==> config.mk <==
export PLATFORM = sky130hd
export DESIGN_NAME = uart_tx
export DESIGN_NICKNAME = d
export VERILOG_FILES = /design/src/rtl/uart_pkg.sv /design/src/rtl/uart_tx.sv
export SDC_FILE = /design/constraint.sdc
export NUM_CORES = 1
export LEC_CHECK = 0
export ABC_AREA = 1
export ABC_CLOCK_PERIOD_IN_PS = 1500
export CAP_MARGIN = 40
export CELL_PAD_IN_SITES_DETAIL_PLACEMENT = 1
export CELL_PAD_IN_SITES_GLOBAL_PLACEMENT = 1
export CORE_UTILIZATION = 36
export DETAILED_ROUTE_END_ITERATION = 6
export PLACE_DENSITY = 0.73
export SETUP_SLACK_MARGIN = 0.5
export SLEW_MARGIN = 20
export SYNTH_ARGS = -nofsm -noshare
export SYNTH_HDL_FRONTEND = slang
export SYNTH_SLANG_ARGS = --single-unit
==> constraint.sdc <==
create_clock -name clk -period 1.5 [get_ports clk]
set_clock_uncertainty 0.15 [all_clocks]
set_input_delay 0.3 -clock clk [delete_from_list [all_inputs] [get_ports clk]]
set_output_delay 0.3 -clock clk [all_outputs]
set_load 0.03 [all_outputs]
==> src/rtl/uart_pkg.sv <==
// Shared UART definitions: transmitter state encoding and parity-mode constants.
package uart_pkg;

    typedef enum logic [2:0] {
        ST_IDLE   = 3'd0,
        ST_START  = 3'd1,
        ST_DATA   = 3'd2,
        ST_PARITY = 3'd3,
        ST_STOP   = 3'd4
    } tx_state_t;

    localparam int unsigned PAR_NONE = 0;
    localparam int unsigned PAR_EVEN = 1;
    localparam int unsigned PAR_ODD  = 2;

endpackage

==> src/rtl/uart_tx.sv <==
// UART transmitter: one-entry holding register feeding a tick-paced frame shifter.
module uart_tx
    import uart_pkg::*;
#(
    parameter int unsigned DATA_BITS   = 8,
    parameter int unsigned PARITY_MODE = 0,
    parameter int unsigned STOP_BITS   = 1
) (
    input  logic                 clk,
    input  logic                 reset,
    input  logic                 tick,
    input  logic [DATA_BITS-1:0] tx_data,
    input  logic                 tx_valid,
    output logic                 tx_ready,
    output logic                 tx,
    output logic                 busy
);

    localparam int unsigned CNT_W = 4;

    tx_state_t              state_q, state_d;
    logic [DATA_BITS-1:0]   shift_q, shift_d;
    logic [DATA_BITS-1:0]   hold_q, hold_d;
    logic                   hold_valid_q, hold_valid_d;
    logic [CNT_W-1:0]       bit_cnt_q, bit_cnt_d;
    logic                   stop_cnt_q, stop_cnt_d;
    logic                   parity_q, parity_d;
    logic                   tx_d, tx_ready_d, busy_d;
    logic                   load_c;

    // State and datapath registers; reset forces the line idle at once.
    always_ff @(posedge clk or posedge reset) begin
        if (reset) begin
            state_q      <= ST_IDLE;
            shift_q      <= '0;
            hold_q       <= '0;
            hold_valid_q <= 1'b0;
            bit_cnt_q    <= '0;
            stop_cnt_q   <= 1'b0;
            parity_q     <= 1'b0;
            tx           <= 1'b1;
            tx_ready     <= 1'b1;
            busy         <= 1'b0;
        end else begin
            state_q      <= state_d;
            shift_q      <= shift_d;
            hold_q       <= hold_d;
            hold_valid_q <= hold_valid_d;
            bit_cnt_q    <= bit_cnt_d;
            stop_cnt_q   <= stop_cnt_d;
            parity_q     <= parity_d;
            tx           <= tx_d;
            tx_ready     <= tx_ready_d;
            busy         <= busy_d;
        end
    end

    // Next-state, line level and holding-register control; all moves gated by tick.
    always_comb begin
        state_d      = state_q;
        shift_d      = shift_q;
        hold_d       = hold_q;
        hold_valid_d = hold_valid_q;
        bit_cnt_d    = bit_cnt_q;
        stop_cnt_d   = stop_cnt_q;
        parity_d     = parity_q;
        tx_d         = tx;
        load_c       = 1'b0;

        // tx_ready is low whenever the holder is full, so accept and load never collide.
        if (tx_valid && tx_ready) begin
            hold_d       = tx_data;
            hold_valid_d = 1'b1;
        end

        if (tick) begin
            unique case (state_q)
                ST_IDLE: begin
                    if (hold_valid_q) begin
                        load_c  = 1'b1;
                        tx_d    = 1'b0;
                        state_d = ST_START;
                    end else begin
                        tx_d = 1'b1;
                    end
                end
                ST_START: begin
                    tx_d      = shift_q[0];
                    bit_cnt_d = '0;
                    state_d   = ST_DATA;
                end
                ST_DATA: begin
                    if (bit_cnt_q == CNT_W'(DATA_BITS - 1)) begin
                        if (PARITY_MODE != PAR_NONE) begin
                            tx_d    = parity_q;
                            state_d = ST_PARITY;
                        end else begin
                            tx_d       = 1'b1;
                            stop_cnt_d = 1'b0;
                            state_d    = ST_STOP;
                        end
                    end else begin
                        shift_d   = shift_q >> 1;
                        tx_d      = shift_q[1];
                        bit_cnt_d = bit_cnt_q + CNT_W'(1);
                    end
                end
                ST_PARITY: begin
                    tx_d       = 1'b1;
                    stop_cnt_d = 1'b0;
                    state_d    = ST_STOP;
                end
                ST_STOP: begin
                    if (32'(stop_cnt_q) < STOP_BITS - 1) begin
                        stop_cnt_d = stop_cnt_q + 1'b1;
                    end else if (hold_valid_q) begin
                        // Chain straight into the next start bit with no idle gap.
                        load_c  = 1'b1;
                        tx_d    = 1'b0;
                        state_d = ST_START;
                    end else begin
                        state_d = ST_IDLE;
                    end
                end
                default: begin
                    tx_d    = 1'b1;
                    state_d = ST_IDLE;
                end
            endcase
        end

        if (load_c) begin
            shift_d      = hold_q;
            parity_d     = (^hold_q) ^ (PARITY_MODE == PAR_ODD);
            hold_valid_d = 1'b0;
        end

        tx_ready_d = !hold_valid_d;
        busy_d     = (state_d != ST_IDLE) || hold_valid_d;
    end

endmodule

# ---- Yosys cells after proc, flatten, opt, wreduce, memory -nomap -nowiden
# Index checks and enable logic that the tools add are counted.
dict set report totals {
  output_inout_bits 3
  wordCells 49
  ff_bits 27
  inputBits 12
}
dict set report classes {
  n_mux 20
  reduce_logical 12
  n_addsub 1
  eq_ne 8
}
# cell count
set op_table {}
lappend op_table {{8-bit 2-to-1 mux} 4}
lappend op_table {{3-bit case mux with 5 select lines} 1}
lappend op_table {{1-bit 2-to-1 mux} 9}
lappend op_table {{3-bit 2-to-1 mux} 3}
lappend op_table {{4-bit case mux with 2 select lines} 1}
lappend op_table {{3-bit by 2-bit equality test with 1-bit output, second input constant} 2}
lappend op_table {{2-bit != test, second input constant} 3}
lappend op_table {{3-bit AND reduction} 2}
lappend op_table {{2-bit nonzero test} 3}
lappend op_table {{4-bit by 1-bit adder with 4-bit output, second input constant} 1}
lappend op_table {{4-bit by 3-bit equality test with 1-bit output, second input constant} 1}
lappend op_table {{4-bit 2-to-1 mux} 1}
lappend op_table {{1-bit case mux with 4 select lines} 1}
lappend op_table {{3-bit by 1-bit equality test with 1-bit output, second input constant} 1}
lappend op_table {{3-bit equality test, second input constant} 1}
lappend op_table {{3-bit zero test} 1}
lappend op_table {{3-bit nonzero test} 1}
lappend op_table {{2-bit AND reduction} 1}
lappend op_table {{2-bit OR reduction} 1}
lappend op_table {{1-bit logical AND} 1}
lappend op_table {{1-bit zero test} 1}
lappend op_table {{1-bit logical OR} 1}

# ---- Longest topological paths before layout
dict set report logic_depth {
  ltp_word 6
  mapped_depth 8
  ltp_nobuf 8
}

# ---- Least setup slack after synthesis
# OpenSTA, ideal clock, no wires.
dict set report synth_timing {
  path_type {register to register}
  from {reg tx_ready}
  to {reg hold_q[0]}
  path_stages_with_launch 5
  path_buffers 1
  slack_ps 53
  required_ps 1219
  period_less_slack_ps 1447
  setup_ps 131
  arrival_time_ps 1167
  cell_sequence {dfstp_2 > nand2_1 > inv_1 > clkbuf_1 > o21ai_0}
}
dict set report synth_via {
  elab_chain_cells 1
}
# element line_no
set synth_lines {}
lappend synth_lines {{from (decl)} uart_tx.sv:14} ;# output logic tx_ready,
lappend synth_lines {{from (signal assigned)} uart_tx.sv:53} ;# tx_ready <= tx_ready_d;
lappend synth_lines {{1-bit logical AND} uart_tx.sv:71} ;# if (tx_valid && tx_ready) begin
lappend synth_lines {{to (signal assigned)} uart_tx.sv:47} ;# hold_q <= hold_d;
lappend synth_lines {{to (decl)} uart_tx.sv:23} ;# logic [DATA_BITS-1:0] hold_q, hold_d;
# Every way passes these cells.
# A chain may end at the register's enable or synchronous reset.

# ---- Worst setup path after layout
dict set report layout_timing {
  from {reg bit_cnt_q[1]}
  to {reg shift_q[6]}
}
dict set report layout_via {
  elab_chain_cells 3
}
# element line_no
set layout_lines {}
lappend layout_lines {{from (decl)} uart_tx.sv:25} ;# logic [CNT_W-1:0] bit_cnt_q, bit_cnt_d;
lappend layout_lines {{from (signal assigned)} uart_tx.sv:49} ;# bit_cnt_q <= bit_cnt_d;
lappend layout_lines {{4-bit by 3-bit equality test with 1-bit output} uart_tx.sv:93} ;# if (bit_cnt_q == CNT_W'(DATA_BITS - 1)) begin
lappend layout_lines {{2-bit != test (no line)} --}
lappend layout_lines {{3-bit AND reduction (no line)} --}
lappend layout_lines {{to (signal assigned)} uart_tx.sv:46} ;# shift_q <= shift_d;
lappend layout_lines {{to (decl)} uart_tx.sv:22} ;# logic [DATA_BITS-1:0] shift_q, shift_d;
# Every way passes these cells.

==> impl_results.md <==
- Status: finished, violations left
- Failing checks: setup timing
- H-tree depth: 1
- Antenna-violating nets left: 0
- Worst-margin pin slew: between 0.3 and 0.4 ns
- Startpoint types: register
- Worst reg-to-reg path cell count: 8
- Clock transition at path regs: around 0.15 ns
- CTS max path bufs: 2
- Port Buffers: 14
- Fill count: 392
- Post-synthesis cell type count: 22
- R2R setup slack: -0.02 ns
- Top-level port count: 15
- Min setup slack post-route: -0.02222 ns
- Commonest cells in the netlist: nand2_1 (51), dfrtp_1 (25), inv_1 (18), nand3_1 (16), o21ai_1 (11)
- Number of synthesized register bits: 27
- Final Core Density: 60.17%
- Hold buffers post-CTS: 0
- Routed len/inst: 15.78 µm
- Routed WL: ~3.9 mm
- Number of synthesized flops with an enable pin: 0
- Yosys top cell area share: about 48%
- Worst rel slew slack: roughly four fifths
- Mean area per synthesized cell: 8.269 µm²
- Unrepaired setup endpoints after global routing: yes
- CP max FO: 7
- Reported max-cap violation count: 0
- Cts bufs inserted: 3
- Root Buffer: clkbuf_4
- Worst vdd ir: 0.0009017 V
- Drt drc: 0
- DP Area: between 1500 and 2000 µm²
- # nets final: between 200 and 250
- RR Startpoint: bit_cnt_q[1]$_DFFE_PP0P_
- First-pass iteration count of the detailed router: 4
- Req. time, crit path: between 1.5 and 2 ns
- Drt first-iter violations: 40
- Leak pwr: between 0.9 and 1 nW
- Worst R2R End: shift_q[6]$_DFFE_PP0P_
- Placement row count: 21
- Crit end category: register
- Pre-CTS setup slack: -0.3183 ns
- Clock latency on the worst-skew pair: 0.33 ns
- Global placement routability congestion: roughly 0.78
- Power Density: 1854 nW/µm²
- Setup Total Neg Slack: -0.04034 ns
- Die Y: 61.86 µm
- Layout Area Growth over Synthesis: 58.10%
- Starting density of the core: a little under two fifths
- # diodes: 0
- Crit share post-route: 101.5%
- Final HPWL DP: 2.113 mm
- Total power: around 3.8 mW
- Die W: a little over 60 µm
- Crit path from: bit_cnt_q[1]$_DFFE_PP0P_
- Asr flop ratio synth: 100.0%
- Post-route cell area: 2039 µm²
- HP Class: input pin to async pin
- GRT overflow: 0
- Vias per cell: around 5.0
- Fmax: about 0.66 GHz
- Aggregate global-route resource usage: 21.90%
- Final critical-path required period: 1.522 ns
- Vias: between 1000 and 1500
- Most common cell in the netlist: nand2_1
- TritonCTS clock tree: yes
- Core footprint: 3390 µm²
- First-pass GRT wire length: roughly 6.0 mm
- YS warnings: 0
- Initial antenna violation count: 0
- Sequential fraction of the synthesis area: 52.57%
- Crit path kind: register to register
- Share of cells above drive strength 1: about half
- Die area: roughly 3800 µm²
- Vias in the first global route: 1254
- Hold Violations, Final: 0
- Main flop type after synthesis: dfrtp_1
- Worst path arrival time: about 1.7 ns
- Yosys top cell by area: dfrtp_1
- Final setup violation count: 2
- Slew Limit Fails: 0
- Synth Cell Area: roughly 1300 µm²
- Number of clock sinks: 27
- Top post-synthesis cells by area: dfrtp_1 (48%), nand2_1 (15%), nand3_1 (6.2%)
- Largest net degree at the start of global routing: 28
- Post-Syn Nets: ~170
- Cells after Synth: about 160
routing by layer:
metal  vias to the layer above  share of wire, %  wire length (µm)  global-route usage [%]
met4                         0               3.7               142                   6.667
met3                        13               1.5                57                   1.863
li1                        592                 -                 -                       -
met5                         -                 0                 0                       0
met1                       611                41              1602                   26.96
met2                        22                54              2080                   40.55
layout make-up:
type / instances / area (µm²) / area share, %
inverters: 20 / 87.58 / 4.294
well taps: 46 / 57.56 / 2.822
clock buffers: 4 / 26.28 / 1.288
repair inverters: 2 / 27.53 / 1.350
flip-flops and latches: 27 / 683.2 / 33.50
multi-input cells: 110 / 803.3 / 39.39
repair buffers: 37 / 354.1 / 17.36
cells in the final DEF, fill, tap and decap left out:
cell type | synthesis | final
clkdlybuf4s15_2 | 0 | 1
xor2_1 | 1 | 1
nand3_1 | 16 | 12
dfrtp_2 | 0 | 4
buf_4 | 0 | 18
buf_6 | 1 | 6
dfstp_2 | 2 | 2
nand2_4 | 2 | 7
inv_8 | 0 | 1
or2_4 | 0 | 1
o21ai_1 | 11 | 13
nand4_1 | 1 | 1
nand3_2 | 1 | 4
dfrtp_1 | 25 | 21
inv_2 | 2 | 5
nand3_4 | 1 | 5
a21o_1 | 1 | 1
buf_12 | 0 | 2
inv_1 | 18 | 14
clkdlybuf4s50_1 | 0 | 10
nor3_4 | 1 | 1
clkbuf_4 | 0 | 3
nand2_1 | 51 | 21
o21ai_2 | 0 | 8
nand2_8 | 0 | 2
clkbuf_1 | 1 | 1
clkinv_8 | 0 | 2
nor2_4 | 0 | 4
ha_4 | 0 | 1
nor2_1 | 7 | 4
nand2_2 | 0 | 24
registers in the layout (all words and copies together), names as in the netlist:
| register | count |
|---|---|
| hold_q | 8 |
| shift_q | 8 |
| bit_cnt_q | 4 |
| state_q | 3 |
| busy | 1 |
| hold_valid_q | 1 |
| tx | 1 |
| tx_ready | 1 |
report_power, final:
group	switching, mW	internal, mW
clock network	0.217	0.104
registers	0.281	1.06
logic	1.19	0.926
how the worst max path moves through the flow:
stage,end,slack [ns],cells past startpoint
after global routing,shift_q[6]$_DFFE_PP0P_,-0.08,8
after CTS,tx,0.02,1
after detailed placement,shift_q[5]$_DFFE_PP0P_,-0.32,7
after floorplan,busy$_DFF_PP0_,0.18,8
final,shift_q[6]$_DFFE_PP0P_,-0.02,8
after global placement,shift_q[1]$_DFFE_PP0P_,-0.25,7
metrics by stage:
step | hold slack [ns] | instances
6_report | 0.1281 | 246
5_1_grt | 0.1725 | 246
4_1_cts | 0.1363 | 238
3_5_place_dp | 0.3547 | 219
3_3_place_gp | 0.3449 | 219
2_1_floorplan | 0.2012 | 156
timing repair:
action / 4_1_cts / 5_1_grt
endpoints found under the setup margin: 30 / 30
setup buffers: 9 / 8
cloned: 6 / 0
pin swaps: 20 / 11
gates resized for setup: 59 / 33
worst max-delay path, stage by stage (launching register included):
cell	delay (ns)
dfrtp_1	0.44
ha_4	0.18
nand2_4	0.06
nor2_4	0.05
nor2_4	0.20
nand2_4	0.12
nand2_8	0.13
nand2_2	0.06
nand2_1	0.06
kinds of logic (layout without fill, tap and decap cells):
group	after synthesis	in the layout	synth area share [%]
AOI/OAI and AO/OA	22	22	8.730
xor gates and xnor gates	1	1	0.6791
adders and majority gates	1	1	0.9698
buffers and inverters	23	63	7.371
DFF	27	27	52.57
and+or+nand+nor	82	86	29.68
No activity file was read; power rests on OpenSTA's default activity.
